$ cat src/rtl/bus_demux_pkg.sv
// Shared constants and slot state encoding for the 1-to-8 bus demultiplexer.
// Optional delivered-word counters are enabled with macro BUS_DEMUX_COUNT_EN.
package bus_demux_pkg;

   localparam int unsigned NCH   = 8;
   localparam int unsigned SEL_W = 3;
   localparam int unsigned CNT_W = 16;

   localparam logic EMPTY = 1'b0;
   localparam logic FULL  = 1'b1;

   typedef enum logic {
      StEmpty = EMPTY,
      StFull  = FULL
   } slot_state_e;

endpackage

$ cat src/rtl/demux_slot.sv
// Single-entry channel holding register with its EMPTY/FULL state.
// With macro BUS_DEMUX_COUNT_EN a 16-bit wrapping delivered-word counter is added.
module demux_slot
   import bus_demux_pkg::*;
#(
   parameter int unsigned Width = 32
) (
   input  logic             clk_i,
   input  logic             rst_ni,
   input  logic             load_i,
   input  logic [Width-1:0] din_i,
   input  logic             qready_i,
   output logic [Width-1:0] q_o,
   output logic             qvalid_o
`ifdef BUS_DEMUX_COUNT_EN
   ,
   output logic [CNT_W-1:0] cnt_o
`endif
);

   slot_state_e      state_q;
   logic [Width-1:0] q_q;

   // Slot FSM: load fills or reloads, a consumer take without a load empties.
   // Q keeps the last word after draining; consumers qualify it with qvalid.
   always_ff @(posedge clk_i or negedge rst_ni) begin
      if (!rst_ni) begin
         state_q <= StEmpty;
         q_q     <= '0;
      end else begin
         unique case (state_q)
            StEmpty: begin
               if (load_i) begin
                  state_q <= StFull;
                  q_q     <= din_i;
               end
            end
            StFull: begin
               if (load_i) begin
                  q_q <= din_i;
               end else if (qready_i) begin
                  state_q <= StEmpty;
               end
            end
         endcase
      end
   end

   assign q_o      = q_q;
   assign qvalid_o = (state_q == StFull);

`ifdef BUS_DEMUX_COUNT_EN
   logic [CNT_W-1:0] cnt_q;

   // Count every delivered word; wraps naturally at the counter width.
   always_ff @(posedge clk_i or negedge rst_ni) begin
      if (!rst_ni) begin
         cnt_q <= '0;
      end else if ((state_q == StFull) && qready_i) begin
         cnt_q <= cnt_q + 1'b1;
      end
   end

   assign cnt_o = cnt_q;
`endif

endmodule

$ cat src/rtl/bus_demultiplexer.sv
// Registered 1-to-8 bus demultiplexer: one producer handshake in, eight channel handshakes out.
// Macro BUS_DEMUX_COUNT_EN adds the per-channel delivered-word count port wcount_o.
module bus_demultiplexer
   import bus_demux_pkg::*;
#(
   parameter int unsigned Width = 32
) (
   input  logic             clk_i,
   input  logic             rst_ni,
   input  logic [Width-1:0] databus_i,
   input  logic [SEL_W-1:0] sel_i,
   input  logic             in_valid_i,
   output logic             in_ready_o,
   output logic [Width-1:0] q0_o,
   output logic [Width-1:0] q1_o,
   output logic [Width-1:0] q2_o,
   output logic [Width-1:0] q3_o,
   output logic [Width-1:0] q4_o,
   output logic [Width-1:0] q5_o,
   output logic [Width-1:0] q6_o,
   output logic [Width-1:0] q7_o,
   output logic [NCH-1:0]   qvalid_o,
   input  logic [NCH-1:0]   qready_i
`ifdef BUS_DEMUX_COUNT_EN
   ,
   output logic [NCH*CNT_W-1:0] wcount_o
`endif
);

   logic [NCH-1:0]   load;
   logic [Width-1:0] q_w [NCH];

   // Selected slot can take a word if empty or being drained this cycle.
   assign in_ready_o = ~qvalid_o[sel_i] | qready_i[sel_i];

   // Decode the accepted word to a one-hot slot load.
   always_comb begin
      load         = '0;
      load[sel_i]  = in_valid_i & in_ready_o;
   end

   for (genvar i = 0; i < NCH; i++) begin : g_slot
      demux_slot #(
         .Width (Width)
      ) u_slot (
         .clk_i    (clk_i),
         .rst_ni   (rst_ni),
         .load_i   (load[i]),
         .din_i    (databus_i),
         .qready_i (qready_i[i]),
         .q_o      (q_w[i]),
         .qvalid_o (qvalid_o[i])
`ifdef BUS_DEMUX_COUNT_EN
         ,
         .cnt_o    (wcount_o[CNT_W*i +: CNT_W])
`endif
      );
   end

   assign q0_o = q_w[0];
   assign q1_o = q_w[1];
   assign q2_o = q_w[2];
   assign q3_o = q_w[3];
   assign q4_o = q_w[4];
   assign q5_o = q_w[5];
   assign q6_o = q_w[6];
   assign q7_o = q_w[7];

endmodule
$ cat config.mk
export PLATFORM = sky130hd
export DESIGN_NAME = bus_demultiplexer
export DESIGN_NICKNAME = d
export VERILOG_FILES = /design/src/rtl/bus_demux_pkg.sv /design/src/rtl/demux_slot.sv /design/src/rtl/bus_demultiplexer.sv
export SDC_FILE = /design/constraint.sdc
export NUM_CORES = 1
export LEC_CHECK = 0
export CAP_MARGIN = 15
export CORE_ASPECT_RATIO = 0.7
export CORE_UTILIZATION = 51
export DETAILED_ROUTE_END_ITERATION = 10
export PLACE_DENSITY_LB_ADDON = 0.1
export SYNTH_ARGS = -nofsm -noshare
export SYNTH_HDL_FRONTEND = slang
export SYNTH_SLANG_ARGS = --single-unit
$ cat constraint.sdc
create_clock -name clk_i -period 5.9 [get_ports clk_i]
set_input_delay 1.18 -clock clk_i [delete_from_list [all_inputs] [get_ports clk_i]]
set_output_delay 1.18 -clock clk_i [all_outputs]
set_load 0.1 [all_outputs]
==> flow_summary.toml, run 1 <==
[run_status]
outcome = "finished clean"

[worst_setup_path]
path_class = "primary input to output pin"
cp_launch_type = "primary input"
worst-path-max-fanout = 9
worst_reg_to_reg_setup_slack_ns = 2.87
worst-path-buf-inv = 2
crit_path_cell_trace = "clkdlybuf4s50_1 -> mux2_2 -> a32o_1 -> or4_1 -> buf_4"
critical_path.max_stage_delay_ns = 0.70
r2r_end = "g_slot[2].u_slot.q_o[25]"
worst_path_arrival_time_ns = 3.53
setup.worst_path.end_class = "output pin"
top_cell_family_by_delay_on_the_critical_path = "buffers and inverters"
critPathSlowestCell = "clkdlybuf4s50_1"
crit_required_ns = 4.72
reg2regPathDepth = 6
regToRegStartpoint = "g_slot[7].u_slot.qvalid_o"

[clock_tree]
clk_root_buffer_cell = "clkbuf_16"
tritoncts_clock_tree = "built"
clock_path_buffers = 3
post_cts_setup_buffer_count = 0
cts_inserted_buffers = 26
cts_resized = 0
cts_htree_levels = 1
insertion_delay_ns = 0.52
cts.hold.buffers_added = 0
clock_sinks = 264
worst_setup_hold_path_clk_slew_ns = 0.06

[final_layout]
final_net_count = 954
layout.cell_area.non_filler_um2 = 14800
n_fill_cell = 1287
postLayoutCoreUtil_pct = 73.1
n_antenna_cell = 0
area.growth.synth_to_final_pct = 37.6
layout-drive-gt1-share_pct = 34.1

[logic_synthesis]
ys_seq_area_share_pct = 61.6
synth.net_count = 650
largest_family_of_logic_cells_by_synthesized_area = "multiplexers"
yosys.area_share.xor_xnor_pct = 0
synth_top_flop_cell = "dfrtp_1"
ys_types = 24
yosys.area_share.adder_pct = 0
synth_simple_gate_area_share_pct = 0.992
synth-compound-area-share_pct = 0.712
post_synth_mux_area_share_pct = 32.7
edff_count_synth = 0
synthesis.yosys.warnings = 0
post_synth_instance_area_um2 = 10700
synthArstFlopShare_pct = 100
synth_area_per_cell_um2 = 17.7
synth_cells = 604
post_synthesis_register_bit_count = 264

[hold_path]
hold_end = "g_slot[4].u_slot.q_o[13]"
min_delay_path_depth = 1
min-delay-path-class = "flip-flop to flip-flop"
hp-start = "g_slot[4].u_slot.q_o[13]"

[placed_design]
area_post_placement_um2 = 13900
gp_congestion = 0.857
place.detailed.hpwl_mm = 17.9
io_buffer_count = 310
pre_cts_ws_ns = 1.22

[sta]
timing_max_transition_violations_final = 0
finalWorstSetupSlack_ns = 1.19
report.final.hold_viol_count = 0
report.final.setup_viol = 0
layout_min_cycle_time_ns = 4.71
tightestPinTransition_ns = 1.12
max_slew_margin_pct = 25.1
rsz0062_at_grt = "no"
clock_skew_ns = 0.00987
max_freq_mhz = 212
fin_setup_tns_ns = 0
final_min_period_over_clock_period_pct = 79.8

[floorplan]
fp.coreArea_um2 = 20200
floorplan.die_area_um2 = 21600
initial_core_util_pct = 53.1
number_of_i_o_pins = 311
chipHeight_um = 123
fp-row-count = 43
fp.dieW_um = 175

[grt]
number_of_global_route_vias_before_repair = 6678
antenna_found_initial = 0
gr-total-overflow = 0
grt_use_total_pct = 24.9
grt_start_max_net_pins = 137
grt_pass1_wl_mm = 40.8

[detailed_routing]
via_count = 6238
wl_mm = 27.0
drt-vias-per-instance = 5.21
postRouteAntennaNets = 0
drt_first_iter_violations = 322
wl_per_cell_um = 22.5
firstDrtPassIters = 4
post-route-drc-count = 0

[run]
timing.max_cap.violations = 0
[logic make-up (layout without fill, tap and decap cells)]
group           Yosys count  count (layout)
compound gates           11              11
simple gates             17              17
mux                     261             261
flops                   264             264
buf+inv                  51             374
[metal layers]
metal  vias to the layer above  GRT usage [%]  wire [um]
li1                       2720              -          -
met1                      3264           33.2      11500
met2                       224           40.8      12800
met3                        30           7.87       2220
met4                         0           4.40        391
met5                         -              0          0
[worst max-delay path by stage]
stage	start	slack, ns	end	cells past startpoint
finish	sel_i[0]	1.19	in_ready_o	5
global placement	sel_i[0]	1.32	in_ready_o	5
detailed placement	sel_i[0]	1.22	in_ready_o	5
floorplan	sel_i[1]	2.10	in_ready_o	5
CTS	sel_i[0]	1.20	in_ready_o	5
global route	sel_i[0]	1.14	in_ready_o	5
[layout by cell type (no fill, tap or decap), types with 2 or more instances in the layout]
| cell type | count |
|---|---|
| clkdlybuf4s50_1 | 308 |
| dfrtp_1 | 264 |
| mux2_4 | 146 |
| mux2_2 | 112 |
| clkbuf_16 | 27 |
| inv_1 | 10 |
| clkbuf_1 | 8 |
| a21o_1 | 5 |
| clkinv_2 | 5 |
| buf_4 | 5 |
| and3_2 | 4 |
| o21ai_0 | 3 |
| clkbuf_8 | 3 |
| bufinv_16 | 3 |
| buf_12 | 3 |
| nor2b_1 | 2 |
| nand4_1 | 2 |
| mux4_2 | 2 |
| nor2_1 | 2 |
| nand3_2 | 2 |
[synth_stat cells, drive strengths merged (2+ instances only)]
cell type | number | share of area, %
inv | 10 | 0.35
o21ai | 3 | 0.14
and3 | 4 | 0.23
nand4 | 2 | 0.12
dfrtp | 264 | 62
buf | 40 | 3.5
mux2 | 258 | 32
nor2 | 2 | 0.070
nand3 | 3 | 0.14
a21o | 5 | 0.35
nor2b | 2 | 0.12
mux4 | 2 | 0.42
[through the flow]
step	hold WS, ns	instances
2_1_floorplan	0.471	604
3_3_place_gp	0.488	1149
3_5_place_dp	0.492	1149
4_1_cts	0.505	1196
5_1_grt	0.514	1197
6_report	0.505	1197
[area by class of cell]
type	count	area (um2)	area share (%)
Timing Repair Buffer	317	3200	21.7
Inverter	10	37.5	0.254
Sequential cell	264	6610	44.8
Multi-Input combinational cell	289	3710	25.1
Clock inverter	9	123	0.831
Clock buffer	38	747	5.06
Tap cell	270	338	2.29
[registers in the layout, indices dropped and copies added (netlist names)]
register and cells:
g_slot.u_slot.qvalid_o 8, g_slot.u_slot.q_o 256
Power of run 1 is left out: the tool's default activity adds up to more than one toggle a clock period on the data nets, which glitch-free logic cannot reach.
==> run 2, diff against run 1 <==
--- a/config.mk
+++ b/config.mk
@@ -7,7 +7,7 @@
 export LEC_CHECK = 0
 export CAP_MARGIN = 15
 export CORE_ASPECT_RATIO = 0.7
-export CORE_UTILIZATION = 51
+export CORE_UTILIZATION = 43
 export DETAILED_ROUTE_END_ITERATION = 10
 export PLACE_DENSITY_LB_ADDON = 0.1
 export SYNTH_ARGS = -nofsm -noshare
==> constraint.sdc (replaced) <==
create_clock -name clk_i -period 3.9 [get_ports clk_i]
set_input_delay 0.78 -clock clk_i [delete_from_list [all_inputs] [get_ports clk_i]]
set_output_delay 0.78 -clock clk_i [all_outputs]
set_load 0.1 [all_outputs]
==> run 2 against run 1 <==
Compared with the run above:
- wire length is 3.4% higher
- clock-buffer cell count is 2 higher
- global-route usage is 2.8 points lower
- hold slack worse by 0.32 ns
- first-iteration DRC count is 4.0% lower
- critical path depth stayed put
==> flow_summary.toml, run 2 (synthesized netlist as in run 1, its figures left out) <==
[worst_setup_path]
worst_path_arrival_time_ns = 2.86
worst-path-max-fanout = 12
r2r_end = "g_slot[1].u_slot.q_o[1]"
crit_required_ns = 3.12
cp_launch_type = "primary input"
reg2regPathDepth = 6
regToRegStartpoint = "g_slot[5].u_slot.qvalid_o"
setup.worst_path.end_class = "output pin"
worst_reg_to_reg_setup_slack_ns = 1.51
path_class = "primary input to output pin"

[clock_tree]
cts_inserted_buffers = 27
worst_setup_hold_path_clk_slew_ns = 0.06
clock_sinks = 264
clk_root_buffer_cell = "clkbuf_16"
clock_path_buffers = 3
cts_resized = 0
cts_htree_levels = 1
tritoncts_clock_tree = "built"
cts.hold.buffers_added = 0
post_cts_setup_buffer_count = 0
insertion_delay_ns = 0.53

[grt]
grt_start_max_net_pins = 93
grt_pass1_wl_mm = 43.2
grt_use_total_pct = 22.1
antenna_found_initial = 0
number_of_global_route_vias_before_repair = 6916
gr-total-overflow = 0

[placed_design]
gp_congestion = 0.807
place.detailed.hpwl_mm = 19.0
io_buffer_count = 310

[detailed_routing]
wl_per_cell_um = 22.1
drt-vias-per-instance = 4.99
post-route-drc-count = 0
drt_first_iter_violations = 309
firstDrtPassIters = 4
wl_mm = 27.9
postRouteAntennaNets = 0
via_count = 6300

[sta]
report.final.hold_viol_count = 0
timing_max_transition_violations_final = 0
clock_skew_ns = 0.0101
tightestPinTransition_ns = 1.06
report.final.setup_viol = 0
rsz0062_at_grt = "no"
max_freq_mhz = 275
fin_setup_tns_ns = 0
final_min_period_over_clock_period_pct = 93.3
layout_min_cycle_time_ns = 3.64
max_slew_margin_pct = 29.0

[floorplan]
fp.coreArea_um2 = 24100
fp.dieW_um = 191
floorplan.die_area_um2 = 25600
chipHeight_um = 134
fp-row-count = 47
initial_core_util_pct = 44.6
number_of_i_o_pins = 311

[final_layout]
final_net_count = 971
layout-drive-gt1-share_pct = 35.7
area.growth.synth_to_final_pct = 40.7
most_used_cells_in_the_layout_excluding_fill_and_tap_cells = "clkdlybuf4s50_1 (308), dfrtp_1 (264), mux2_4 (146), mux2_2 (112), clkbuf_16 (27)"
layout_commonest_cell = "clkdlybuf4s50_1"
n_antenna_cell = 0
largest_reg_flops = 256

[run]
timing.max_cap.violations = 0

[hold_path]
min-delay-path-class = "primary input to asynchronous set/reset pin"

[run_status]
outcome = "finished clean"
==> run 2: cell types whose count changed in the layout (fill, tap and decap cells not counted) <==
cell	delta
inv_6	+1
buf_12	+11
clkbuf_8	+5
clkinv_2	+1
buf_4	+5
clkbuf_1	-3
bufinv_16	-2
==> run 2: critical path, stage by stage <==
cell and delay [ns]:
clkdlybuf4s50_1 0.62, nor2b_1 0.28, a32o_1 0.21, or4_1 0.71
buf_12 0.25
==> run 2: worst max-delay path by stage <==
stage / start / to / slack [ns] / cells past startpoint
floorplan: sel_i[1] / g_slot[6].u_slot.q_o[10] / 0.72 / 8
global placement: sel_i[1] / in_ready_o / 0.30 / 5
detailed placement: sel_i[1] / in_ready_o / 0.30 / 5
CTS: sel_i[1] / in_ready_o / 0.29 / 5
global route: sel_i[2] / in_ready_o / 0.21 / 5
finish: sel_i[2] / in_ready_o / 0.26 / 5
==> run 2: stage by stage <==
step / instance area, um2 / utilization, % / hold WS [ns] / std cells / worst slack, ns
6_report: 15100 / 62.7 / 0.183 / 1263 / 0.263
5_1_grt: 15100 / 62.7 / 0.209 / 1263 / 0.209
4_1_cts: 15100 / 62.7 / 0.195 / 1263 / 0.294
3_5_place_dp: 14200 / 59.0 / 0.492 / 1214 / 0.297
3_3_place_gp: 14200 / 59.0 / 0.487 / 1214 / 0.302
2_1_floorplan: 10700 / - / 0.471 / 604 / 0.724
==> run 2: cell type report <==
type / count / area (um2)
clock buffer: 40 / 805
inverter: 10 / 37.5
timing repair buffer: 333 / 3450
clock inverter: 9 / 76.3
tap: 318 / 398
multi-input combinational: 289 / 3710
sequential: 264 / 6610
fill: 1785 / 8970
==> run 2: per-layer routing <==
metal	wire, um	track usage (%)	vias to the layer above
met5	0	0	-
met4	459	4.67	0
met3	2100	6.78	34
met2	12800	34.6	199
met1	12500	30.4	3287
li1	-	-	2780
Power of run 2 is left out for the same reason.
